[src/rtl/core_pkg.sv]
// Shared definitions for the ARM-subset 5-stage core.
//   ADDR_W_DEF / INSTR_W_DEF : default address and instruction widths
//   NOP_INSTR                : encoding used for pipeline bubbles (all zeros)
//   fetchStateT              : fetch-stage FSM states
package core_pkg;

  localparam int ADDR_W_DEF  = 32;
  localparam int INSTR_W_DEF = 32;

  localparam logic [31:0] NOP_INSTR = 32'h0;

  // S_REQ: request outstanding at imem_addr.
  // S_HOLD: instruction parked while the pipe is frozen.
  typedef enum logic {
    S_REQ  = 1'b0,
    S_HOLD = 1'b1
  } fetchStateT;

endpackage

[src/rtl/if_id_reg.sv]
// Pipeline register bank with hold and flush controls.
// The ID/EX register reuses the same pattern.
//   clk, rst_n    : clock, asynchronous active-low reset (clears the bank)
//   hold          : keep current contents
//   flush         : load a bubble {pc 0, NOP, valid 0}; wins over hold
//   dPc/dInstr/dValid : next contents when neither hold nor flush
//   qPc/qInstr/qValid : registered contents
module if_id_reg
  import core_pkg::*;
#(
  parameter int ADDR_W  = ADDR_W_DEF,
  parameter int INSTR_W = INSTR_W_DEF
) (
  input  logic               clk,
  input  logic               rst_n,
  input  logic               hold,
  input  logic               flush,
  input  logic [ADDR_W-1:0]  dPc,
  input  logic [INSTR_W-1:0] dInstr,
  input  logic               dValid,
  output logic [ADDR_W-1:0]  qPc,
  output logic [INSTR_W-1:0] qInstr,
  output logic               qValid
);

  // NOTE: state flops use non-blocking assignments so every register in the
  // core samples the pre-edge values, independent of block ordering.
  always_ff @(posedge clk or negedge rst_n) begin
    if (!rst_n) begin
      qPc    <= '0;
      qInstr <= INSTR_W'(NOP_INSTR);
      qValid <= 1'b0;
    end else if (flush) begin
      qPc    <= '0;
      qInstr <= INSTR_W'(NOP_INSTR);
      qValid <= 1'b0;
    end else if (!hold) begin
      qPc    <= dPc;
      qInstr <= dInstr;
      qValid <= dValid;
    end
  end

endmodule

[src/rtl/if_stage_fetch.sv]
// Instruction-fetch stage plus IF/ID register.
// Owns the PC, fetches over a req/ack handshake and presents
// {pc+4, instr, valid} to ID. Priority per cycle: branch > freeze > normal.
//   clk, rst_n               : clock, asynchronous active-low reset
//   freeze                   : hazard stall, hold PC and IF/ID
//   branch_taken/branch_addr : EX redirect, flushes IF/ID and any parked instr
//   imem_req/imem_addr       : fetch request at the current PC
//   imem_ack/imem_rdata      : instruction return for imem_addr
//   if_id_pc/instr/valid     : IF/ID register contents (pc is PC+4)
//   fetch_busy               : request issued and not yet acknowledged
module if_stage_fetch
  import core_pkg::*;
#(
  parameter int                ADDR_W   = ADDR_W_DEF,
  parameter int                INSTR_W  = INSTR_W_DEF,
  parameter logic [ADDR_W-1:0] RESET_PC = '0
) (
  input  logic               clk,
  input  logic               rst_n,
  input  logic               freeze,
  input  logic               branch_taken,
  input  logic [ADDR_W-1:0]  branch_addr,
  output logic               imem_req,
  output logic [ADDR_W-1:0]  imem_addr,
  input  logic               imem_ack,
  input  logic [INSTR_W-1:0] imem_rdata,
  output logic [ADDR_W-1:0]  if_id_pc,
  output logic [INSTR_W-1:0] if_id_instr,
  output logic               if_id_valid,
  output logic               fetch_busy
);

  fetchStateT         state, stateNext;
  logic [ADDR_W-1:0]  pc, pcNext, pcPlus4;
  logic [INSTR_W-1:0] holdQ, holdNext;
  logic               started;
  logic               ackValid;

  logic               idHold, idFlush, idValid;
  logic [ADDR_W-1:0]  idPc;
  logic [INSTR_W-1:0] idInstr;

  // started keeps imem_req low until the first edge after reset release,
  // so the memory never sees a request launched by the reset edge itself.
  assign imem_req   = started && (state == S_REQ);
  assign imem_addr  = pc;
  assign ackValid   = imem_ack && imem_req;
  assign fetch_busy = imem_req && !imem_ack;
  assign pcPlus4    = pc + ADDR_W'(4);

  always_ff @(posedge clk or negedge rst_n) begin
    if (!rst_n) begin
      state   <= S_REQ;
      pc      <= RESET_PC;
      holdQ   <= INSTR_W'(NOP_INSTR);
      started <= 1'b0;
    end else begin
      state   <= stateNext;
      pc      <= pcNext;
      holdQ   <= holdNext;
      started <= 1'b1;
    end
  end

  // NOTE: every output of this block gets a default first so no path can
  // leave a signal unassigned and infer a latch.
  always_comb begin
    stateNext = state;
    pcNext    = pc;
    holdNext  = holdQ;
    idHold    = 1'b1;
    idFlush   = 1'b0;
    idPc      = if_id_pc;
    idInstr   = INSTR_W'(NOP_INSTR);
    idValid   = 1'b0;

    if (branch_taken) begin
      // Redirect drops the parked instruction and any same-cycle return.
      pcNext    = branch_addr;
      stateNext = S_REQ;
      holdNext  = INSTR_W'(NOP_INSTR);
      idFlush   = 1'b1;
      idHold    = 1'b0;
    end else begin
      unique case (state)
        S_REQ: begin
          if (ackValid && !freeze) begin
            pcNext  = pcPlus4;
            idHold  = 1'b0;
            idPc    = pcPlus4;
            idInstr = imem_rdata;
            idValid = 1'b1;
          end else if (ackValid) begin
            // Park the instruction; the advanced pc doubles as its pc+4.
            pcNext    = pcPlus4;
            holdNext  = imem_rdata;
            stateNext = S_HOLD;
          end else if (!freeze) begin
            // No instruction this cycle: bubble, keeping if_id_pc.
            idHold = 1'b0;
          end
        end
        S_HOLD: begin
          if (!freeze) begin
            idHold    = 1'b0;
            idPc      = pc;
            idInstr   = holdQ;
            idValid   = 1'b1;
            stateNext = S_REQ;
          end
        end
        default: stateNext = S_REQ;
      endcase
    end
  end

  if_id_reg #(
    .ADDR_W (ADDR_W),
    .INSTR_W(INSTR_W)
  ) u_if_id_reg (
    .clk   (clk),
    .rst_n (rst_n),
    .hold  (idHold),
    .flush (idFlush),
    .dPc   (idPc),
    .dInstr(idInstr),
    .dValid(idValid),
    .qPc   (if_id_pc),
    .qInstr(if_id_instr),
    .qValid(if_id_valid)
  );

endmodule

[config.mk]
export PLATFORM = sky130hd
export DESIGN_NAME = if_stage_fetch
export DESIGN_NICKNAME = d
export VERILOG_FILES = /design/src/rtl/core_pkg.sv /design/src/rtl/if_id_reg.sv /design/src/rtl/if_stage_fetch.sv
export SDC_FILE = /design/constraint.sdc
export NUM_CORES = 1
export LEC_CHECK = 0
export CORE_ASPECT_RATIO = 1.25
export CORE_MARGIN = 3
export CORE_UTILIZATION = 53
export CTS_CLUSTER_DIAMETER = 50
export DETAILED_ROUTE_END_ITERATION = 12
export PLACE_DENSITY_LB_ADDON = 0.1
export SLEW_MARGIN = 20
export SYNTH_ARGS = -nofsm -noshare
export SYNTH_HDL_FRONTEND = slang
export SYNTH_SLANG_ARGS = --single-unit
[constraint.sdc]
create_clock -name clk -period 5 [get_ports clk]
set_clock_uncertainty 0.05 [all_clocks]
set_input_delay 0.75 -clock clk [delete_from_list [all_inputs] [get_ports clk]]
set_output_delay 0.75 -clock clk [all_outputs]
set_load 0.02 [all_outputs]
==> summary.txt, run 1 <==
Timing
  • Final hold slack: roughly 0.29 ns
  • Fin crit share: between 60 and 70%
  • RSZ-0062 raised after global routing: no
  • Slack of the critical path: 1.81 ns
  • Max-slew headroom: ~28%
  • Slew Viols, Final: 0
  • Endpoints failing hold: 0
  • Slew @ Worst Pin: 1.07 ns
  • Sum Neg Setup Slack: 0 ns
  • Minimum clock period: 3.19 ns
  • Final setup fails: 0
  • Max Freq: 0.314 GHz

Floorplan
  • I/O pin total: 168
  • Die width: 104 µm
  • Initial Utilization: 54.6%
  • Die area: between 10000 and 15000 µm²
  • # rows: 44
  • Core Footprint: 11700 µm²
  • Die Ht: 129 µm

Clock tree
  • Cts hold-fix bufs: 0
  • # clock sinks: 131
  • Register clock-pin slew on the reported worst setup and hold paths: 0.06 ns
  • Post-CTS sizing: 0
  • Clk buf depth: 2
  • Post-CTS setup buffers: 0
  • Clk_lat worst skew: 0.42 ns
  • Total CTS buffers: 17
  • H-tree depth: 4
  • Root buffer cell: clkbuf_16
  • TritonCTS clock tree: yes

Placed design
  • Routability cong.: 0.852
  • Pre-CTS setup slack: 1.40 ns
  • Area of placed instances: 8020 µm²
  • Port bufs: 167
  • Hpwl dp: 11.2 mm

Logic synthesis
  • Area contributors post-synth: dfrtp_1, nand2_1, xnor2_1, a21oi_1, nor2_1
  • Post-synth top area share: 51.2%
  • Seq/Total Area, Yosys: 51.2%
  • Top cell type by total area after synthesis: dfrtp_1
  • Mean post-synth cell area: 8.93 µm²
  • Mapped Nets: 787
  • Unique masters post-synth: 45
  • Warnings from Yosys: 0
  • Number of synthesized flops with an enable pin: 0
  • Ys async rst share: 100%
  • Main flop type after synthesis: dfrtp_1
  • Post-synthesis cell area: 6410 µm²
  • Mapped Cells: 717
  • Register bit total from synthesis: 131

GRT
  • Met2 usage: 43.5%
  • Tot GR Track Use: 25.2%
  • Grt peak-use layer: met2
  • First-pass GRT wire length: 27.4 mm
  • Met3 usage: under 10%
  • Maximum number of pins on one net before global-route repair: 87
  • Antenna violations before repair: 0
  • Vias in the first global route: 5577
  • Remaining global-route overflow: 0
  • Grt met1 use: 30.8%

Layout
  • Commonest non-fill, non-tap cells in the layout: clkdlybuf4s50_1, nand2_1, dfrtp_1
  • Antenna diodes: 0
  • Final #Nets: 919
  • Share of cells above drive strength 1: 6.50%
  • Commonest non-fill, non-tap cell in the layout: clkdlybuf4s50_1
  • Syn-to-layout area delta: 34.2%
  • Fillers: 914
  • Post-route cell area: around 8600 µm²

Worst setup path
  • CP endpoint kind: register
  • CP Launch Type: primary input
  • CP Data Arrival Time: 3.40 ns
  • Critical path peak fanout: between 40 and 50
  • Worst path required time: 5.21 ns
  • R2R cell count: 4
  • Setup CP Type: primary input to register

Power
  • Final Power: 2.78 mW
  • VDD IR max: 0.252 mV
  • Leakage: 3.41 nW
  • Cell Pwr Density: about 320 nW/µm²

Min path
  • Worst Hold Class: primary input to async pin

Detailed routing
  • Initial DRC count: 269
  • DRC errors left: 0
  • Vias per cell: ~5.6
  • Routed WL per cell: 16.4 µm
  • Overall via count from detail_route: 5697
  • Remaining antenna violation count: 0
  • Routed WL: 16.8 mm
  • Drt first pass iters: 4

Job
  • Max_cap viols: 0

Outcome
  • Status: finished, final reports clean
-- final timing paths --
check	end	start	slack (ns)
worst max register to register	holdQ[5]	state	2.31
worst min register to register	u_if_id_reg.qPc[13]	u_if_id_reg.qPc[13]	0.43
worst min-delay path	u_if_id_reg.qPc[11]	rst_n	0.29
worst max-delay path	holdQ[5]	imem_ack	1.81
max in group asynchronous	imem_addr[8]	rst_n	3.41
min in group clk	u_if_id_reg.qPc[13]	u_if_id_reg.qPc[13]	0.43
-- stage by stage --
step	std cells	util, %
global placement	991	68.4
CTS	1023	73.3
finish	1023	73.3
global route	1023	73.3
detailed placement	991	68.4
floorplan	717	-
-- flip-flops by register name, summed over array words and instances (netlist names) --
| register | count |
|---|---|
| holdQ | 32 |
| imem_addr | 32 |
| u_if_id_reg.qInstr | 32 |
| u_if_id_reg.qPc | 32 |
| started | 1 |
| state | 1 |
| u_if_id_reg.qValid | 1 |
-- where the power goes --
part	total, mW	internal (mW)	switching [mW]
registers	1.18	1.11	0.0672
logic	0.390	0.181	0.208
clock network	1.21	0.735	0.478
-- Yosys cell counts (8+ instances only) --
cell type and number:
nand4_1 8, a21oi_1 65, xnor2_1 41, nor2_1 79
xor2_1 17, o21ai_0 55, nor3_1 14, dfrtp_1 131
clkbuf_1 38, a22oi_1 32, nand3_1 15, nand2_1 145
nor4_1 10
-- cell families after synthesis --
family          count (synthesis)  share of synthesized area, %
compound gates                159                          13.8
xor+xnor                       58                          7.93
fa+ha+maj                       1                         0.195
buf+inv                        62                          4.84
flops                         131                          51.2
mux                             4                         0.664
other cells                     1                        0.0585
simple gates                  301                          21.3
-- critical path: stages --
cell	delay, ns
clkdlybuf4s50_1	0.55
and3b_2	0.81
nand2_1	0.88
nand2_1	0.28
a21oi_1	0.09
-- area by class of cell --
type | instances | area, µm² | area share, %
repair buffers | 172 | 1700 | 19.8
flip-flops and latches | 131 | 3280 | 38.1
well taps | 161 | 201 | 2.34
inverters | 3 | 11.3 | 0.131
multi-input cells | 524 | 2820 | 32.8
clock inverters | 15 | 158 | 1.83
clock buffers | 17 | 425 | 4.95
-- per-layer routing --
metal | routed length, µm | vias up
li1 | - | 2697
met1 | 6750 | 2761
met2 | 8690 | 208
met3 | 1050 | 31
met4 | 324 | 0
met5 | 0 | -
Note: power is estimated with default switching activity, not from simulation.
==> run 2: changes to the inputs <==
CORE_UTILIZATION = 44   (was 53)
clock period = 2.8 ns   (was 5 ns; I/O delays follow)
==> run 2 against run 1 <==
First-iteration DRC count is 36% higher. Highest routed layer unchanged. Non-clock buffer count is 11 higher. Sequential share of layout area is 0.49 points lower. Die area is 19% higher. Critical path depth is 2 lower.
==> summary.txt, run 2 (synthesis results as in run 1) <==
Outcome
  • Status: finished, final reports clean (unchanged)

GRT
  • Remaining global-route overflow: 0 (unchanged)
  • Grt peak-use layer: met2 (unchanged)
  • First-pass GRT wire length: 29.3 mm (was 27.4 mm)
  • Met2 usage: 39.5% (was 43.5%)
  • Grt met1 use: 28.0% (was 30.8%)
  • Maximum number of pins on one net before global-route repair: 59 (was 87)
  • Tot GR Track Use: 22.7% (was 25.2%)
  • Vias in the first global route: 5778 (was 5577)
  • Antenna violations before repair: 0 (unchanged)
  • Met3 usage: 5.50% (was 6.87%)

Power
  • Cell Pwr Density: 572 nW/µm² (was 323 nW/µm²)
  • Leakage: 3.49 nW (was 3.41 nW)
  • VDD IR max: 0.451 mV (was 0.252 mV)

Detailed routing
  • Routed WL per cell: 17.0 µm (was 16.4 µm)
  • DRC errors left: 0 (unchanged)
  • Routed WL: 17.8 mm (was 16.8 mm)
  • Remaining antenna violation count: 0 (unchanged)
  • Vias per cell: 5.41 (was 5.57)
  • Overall via count from detail_route: 5673 (was 5697)
  • Drt first pass iters: 5 (was 4)
  • Initial DRC count: 365 (was 269)

Min path
  • Worst Hold Class: primary input to register (was primary input to async pin)

Timing
  • Final hold slack: 0.345 ns (was 0.285 ns)
  • Max-slew headroom: 32.1% (was 28.3%)
  • Fin crit share: 89.4%
  • Minimum clock period: 2.50 ns
  • Max Freq: roughly 0.4 GHz
  • Slew Viols, Final: 0 (unchanged)
  • Slew @ Worst Pin: 1.02 ns (was 1.07 ns)
  • Endpoints failing hold: 0 (unchanged)
  • Sum Neg Setup Slack: 0 ns (unchanged)
  • Final setup fails: 0 (unchanged)
  • RSZ-0062 raised after global routing: no (unchanged)

Clock tree
  • Clk_lat worst skew: 0.41 ns (was 0.42 ns)
  • TritonCTS clock tree: yes (unchanged)
  • Clk buf depth: 2 (unchanged)
  • Root buffer cell: clkbuf_16 (unchanged)
  • Post-CTS sizing: 0 (unchanged)
  • # clock sinks: 131 (unchanged)
  • Post-CTS setup buffers: 0 (unchanged)
  • Register clock-pin slew on the reported worst setup and hold paths: 0.06 ns (about the same)
  • H-tree depth: 4 (unchanged)
  • Cts hold-fix bufs: 1 (was 0)
  • Total CTS buffers: 17 (unchanged)

Layout
  • Final #Nets: 930 (was 919)
  • Commonest non-fill, non-tap cell in the layout: clkdlybuf4s50_1 (unchanged)
  • Fillers: 1264 (was 914)
  • Commonest non-fill, non-tap cells in the layout: clkdlybuf4s50_1, nand2_1, dfrtp_1 (unchanged)
  • Antenna diodes: 0 (unchanged)
  • Share of cells above drive strength 1: 7.22% (was 6.50%)
  • Syn-to-layout area delta: 36.0% (was 34.2%)

Floorplan
  • I/O pin total: 168 (unchanged)
  • Die Ht: 141 µm (was 129 µm)
  • # rows: 48 (was 44)
  • Die width: 114 µm (was 104 µm)
  • Die area: 16100 µm² (was 13500 µm²)
  • Core Footprint: 14100 µm² (was 11700 µm²)
  • Initial Utilization: 45.6% (was 54.6%)

Worst setup path
  • Top delay family on crit path: buffers and inverters (was simple AND/OR/NAND/NOR gates)
  • CP cell instances: nor2b_1 > nor2b_1 > clkdlybuf4s50_1 (was clkdlybuf4s50_1 > and3b_2 > nand2_1 > nand2_1 > a21oi_1)
  • CP peak stage delay: 0.64 ns (was 0.88 ns)
  • Crit path top cell by count: nor2b_1 (was nand2_1)
  • CP max stage cell: clkdlybuf4s50_1 (was nand2_1)
  • CP Data Arrival Time: 2.03 ns (was 3.40 ns)
  • Critical path peak fanout: 10 (was 45)
  • CP Launch Type: register (was primary input)
  • Worst path required time: 2.33 ns (was 5.21 ns)
  • CP endpoint kind: output pin (was register)
  • CP Buf/Inv Count: 1 (unchanged)
  • Setup CP Type: register to output pin (was primary input to register)

Placed design
  • Port bufs: 167 (unchanged)
  • Hpwl dp: 12.2 mm (was 11.2 mm)
  • Routability cong.: 0.826 (was 0.852)

Job
  • Max_cap viols: 0 (unchanged)
-- run 2: cell type report --
type                            count  area, µm²  share of cell area [%]
Clock buffer                       22        474                    5.44
Clock inverter                     10        106                    1.22
Inverter                            3       11.3                   0.129
Multi-Input combinational cell    524       2820                    32.4
Sequential cell                   131       3280                    37.6
Tap cell                          175        219                    2.51
Timing Repair Buffer              183       1800                    20.7
-- run 2: layer usage --
| metal | routed length, µm | vias up |
|---|---|---|
| met5 | 0 | - |
| met4 | 192 | 0 |
| met3 | 982 | 17 |
| met2 | 9390 | 168 |
| met1 | 7200 | 2776 |
| li1 | - | 2712 |
-- run 2: report_power, final --
part / total, mW / leakage (nW) / internal (mW) / switching (mW)
Combinational: 0.712 / 1.45 / 0.335 / 0.377
Sequential: 2.10 / 1.75 / 1.98 / 0.119
Clock: 2.17 / 0.289 / 1.37 / 0.799
-- run 2: tightest hold or removal path, delay by kind of cell --
| family | cells | cell delay [ns] |
|---|---|---|
| and+or+nand+nor | 1 | 0.07 |
| buffers and inverters | 1 | 0.20 |
| AOI/OAI and AO/OA | 1 | 0.07 |
-- run 2: metrics by stage --
stage	setup slack, ns	util (%)	total power [mW]	cell area, µm²	instances
2_1_floorplan	0.686	-	2.48	6410	717
3_3_place_gp	0.462	57.8	2.84	8120	1015
3_5_place_dp	0.326	57.8	2.85	8120	1015
4_1_cts	0.256	62.0	5.02	8710	1048
5_1_grt	0.227	62.0	5.18	8710	1048
6_report	0.296	62.0	4.99	8710	1048
-- run 2: final timing paths --
check	start	to	slack [ns]	depth (start not counted)
min in group asynchronous	rst_n	u_if_id_reg.qPc[6]	0.49	2
worst max register to register	state	u_if_id_reg.qPc[23]	0.48	6
worst min-delay path	branch_taken	imem_addr[20]	0.34	3
worst max-delay path	state	fetch_busy	0.30	3
max in group asynchronous	rst_n	holdQ[3]	1.48	3
worst min register to register	u_if_id_reg.qPc[14]	u_if_id_reg.qPc[14]	0.43	2
==> run 3: changes to the inputs <==
CORE_UTILIZATION = 53   (was 44)
SKIP_CTS_REPAIR_TIMING = 1   (was unset)
clock period = 3.2 ns   (was 2.8 ns; I/O delays follow)
==> run 3 against run 2 <==
Non-clock buffer count decreased by 3. Sequential power decreased by 12%. First-iteration DRC count decreased by 22%. Clock-buffer cell count increased by 2. Worst hold slack got worse by 0.32 ns. Clock power decreased by 3%. Critical path type unchanged. Highest routed layer unchanged.
==> summary.txt, run 3 (synthesis results as in run 1) <==
Floorplan
  • Core Footprint: 11700 µm² (was 14100 µm²)
  • Die area: 13500 µm² (was 16100 µm²)
  • # rows: 44 (was 48)
  • I/O pin total: 168 (unchanged)
  • Die width: 104 µm (was 114 µm)
  • Die Ht: 129 µm (was 141 µm)
  • Initial Utilization: 54.6% (was 45.6%)

Power
  • Sw Pwr: 1.14 mW (was 1.30 mW)
  • Final Power: 4.57 mW (was 4.99 mW)
  • Switching share of power: 24.9% (was 26.0%)
  • VDD IR max: 0.336 mV (was 0.451 mV)
  • Seq pwr share: 40.3% (was 42.2%)
  • Combinational cell fraction of total power: 13.5% (was 14.3%)
  • Leakage: 3.49 nW (about the same)
  • Clock network power share: 46.2% (was 43.5%)
  • Pint: 3.43 mW (was 3.69 mW)
  • Cell Pwr Density: 524 nW/µm² (was 572 nW/µm²)

Detailed routing
  • Vias per cell: 5.52 (was 5.41)
  • Routed WL per cell: 16.7 µm (was 17.0 µm)
  • Remaining antenna violation count: 0 (unchanged)
  • Overall via count from detail_route: 5691 (was 5673)
  • Drt first pass iters: 8 (was 5)
  • DRC errors left: 0 (unchanged)
  • Routed WL: 17.2 mm (was 17.8 mm)
  • Initial DRC count: 284 (was 365)

Timing
  • Max Freq: 0.398 GHz
  • Slew Viols, Final: 0 (unchanged)
  • Final setup fails: 0 (unchanged)
  • Sum Neg Setup Slack: 0 ns (unchanged)
  • Max-slew headroom: 40.7% (was 32.1%)
  • Endpoints failing hold: 0 (unchanged)
  • Slew @ Worst Pin: 0.882 ns (was 1.02 ns)
  • RSZ-0062 raised after global routing: no (unchanged)
  • Minimum clock period: 2.51 ns
  • Fin crit share: 78.4%

GRT
  • Vias in the first global route: 5681 (was 5778)
  • First-pass GRT wire length: 28.2 mm (was 29.3 mm)
  • Maximum number of pins on one net before global-route repair: 77 (was 59)
  • Tot GR Track Use: 26.0% (was 22.7%)
  • Remaining global-route overflow: 0 (unchanged)
  • Antenna violations before repair: 0 (unchanged)

Worst setup path
  • CP Launch Type: register (unchanged)
  • CP Data Arrival Time: 1.98 ns (was 2.03 ns)
  • CP endpoint kind: output pin (unchanged)
  • Critical path peak fanout: 20 (was 10)
  • Setup CP Type: register to output pin (unchanged)
  • Worst path required time: 2.67 ns (was 2.33 ns)

Clock tree
  • TritonCTS clock tree: yes (unchanged)
  • Clk buf depth: 2 (unchanged)
  • Total CTS buffers: 17 (unchanged)
  • H-tree depth: 4 (unchanged)
  • Clk_lat worst skew: 0.41 ns (about the same)
  • # clock sinks: 131 (unchanged)
  • Root buffer cell: clkbuf_16 (unchanged)
  • Register clock-pin slew on the reported worst setup and hold paths: 0.05 ns (was 0.06 ns)

Layout
  • Antenna diodes: 0 (unchanged)
  • Share of cells above drive strength 1: 7.01% (was 7.22%)
  • Commonest non-fill, non-tap cells in the layout: clkdlybuf4s50_1, nand2_1, dfrtp_1 (unchanged)
  • Core Util, Final: 74.4% (was 62.0%)
  • Post-route cell area: 8720 µm² (was 8710 µm²)
  • Final #Nets: 927 (was 930)
  • Syn-to-layout area delta: 36.2% (was 36.0%)
  • Commonest non-fill, non-tap cell in the layout: clkdlybuf4s50_1 (unchanged)

Min path
  • Worst Hold Class: primary input to async pin (was primary input to register)

Placed design
  • Area of placed instances: 8080 µm² (was 8120 µm²)
  • Routability cong.: 0.826 (about the same)
  • Port bufs: 167 (unchanged)
  • Hpwl dp: 11.7 mm (was 12.2 mm)

Outcome
  • Status: finished, final reports clean (unchanged)

Job
  • Max_cap viols: 0 (unchanged)
[run 3: cell count changes in the layout (fill, tap and decap cells not counted), sizes merged]
cell | previous run | this run
dlygate4sd3 | 1 | 0
clkinv | 7 | 3
bufinv | 2 | 4
buf | 18 | 16
clkbuf | 22 | 24
[run 3: area by class of cell]
type	instances	area [µm²]
inverters	3	11.3
multi-input cells	524	2820
flip-flops and latches	131	3280
repair buffers	180	1760
fillers	873	3000
well taps	161	201
clock inverters	8	146
clock buffers	24	502
[run 3: power groups by stage]
stage	clock, mW	sequential (mW)	combinational (mW)
final	2.11	1.84	0.615
after global routing	2.20	1.86	0.665
after CTS	2.13	1.84	0.620
after detailed placement	0	1.87	0.616
after global placement	0	1.87	0.606
after floorplan	0	1.91	0.260
[run 3: path summary, 6_finish.rpt]
kind                                      from             endpoint  slack, ns  cells past startpoint
min reg2reg                u_if_id_reg.qPc[11]  u_if_id_reg.qPc[11]       0.43                      2
max reg2reg                              state        imem_addr[20]       0.82                      6
min in group clk           u_if_id_reg.qPc[11]  u_if_id_reg.qPc[11]       0.43                      2
max                                      state           fetch_busy       0.69                      4
max in group asynchronous                rst_n        imem_addr[27]       2.20                      2
min                                      rst_n         imem_addr[9]       0.03                      1
[run 3: critical path, stage by stage (launching register included)]
cell and delay, ns:
dfrtp_1 0.37, buf_4 0.22, nor2b_1 0.23, nor2b_1 0.15, clkdlybuf4s50_1 0.60
[run 3: per-layer routing]
metal  wire length, µm  share of wire [%]  track usage, %  vias up
li1                  -                  -               -     2705
met1              6900                 40            31.5     2730
met2              8890                 52            45.1      219
met3              1030                6.0            5.57       37
met4               415                2.4            10.9        0
met5                 0                  0               0        -
[run 3: per-stage QoR]
stage | worst slack [ns] | hold slack, ns | std cells
after floorplan | 1.09 | 0.134 | 717
after global placement | 0.537 | 0.412 | 999
after detailed placement | 0.453 | 0.419 | 999
after CTS | 0.675 | 0.0637 | 1031
after global routing | 0.469 | 0.0800 | 1031
final | 0.690 | 0.0258 | 1031
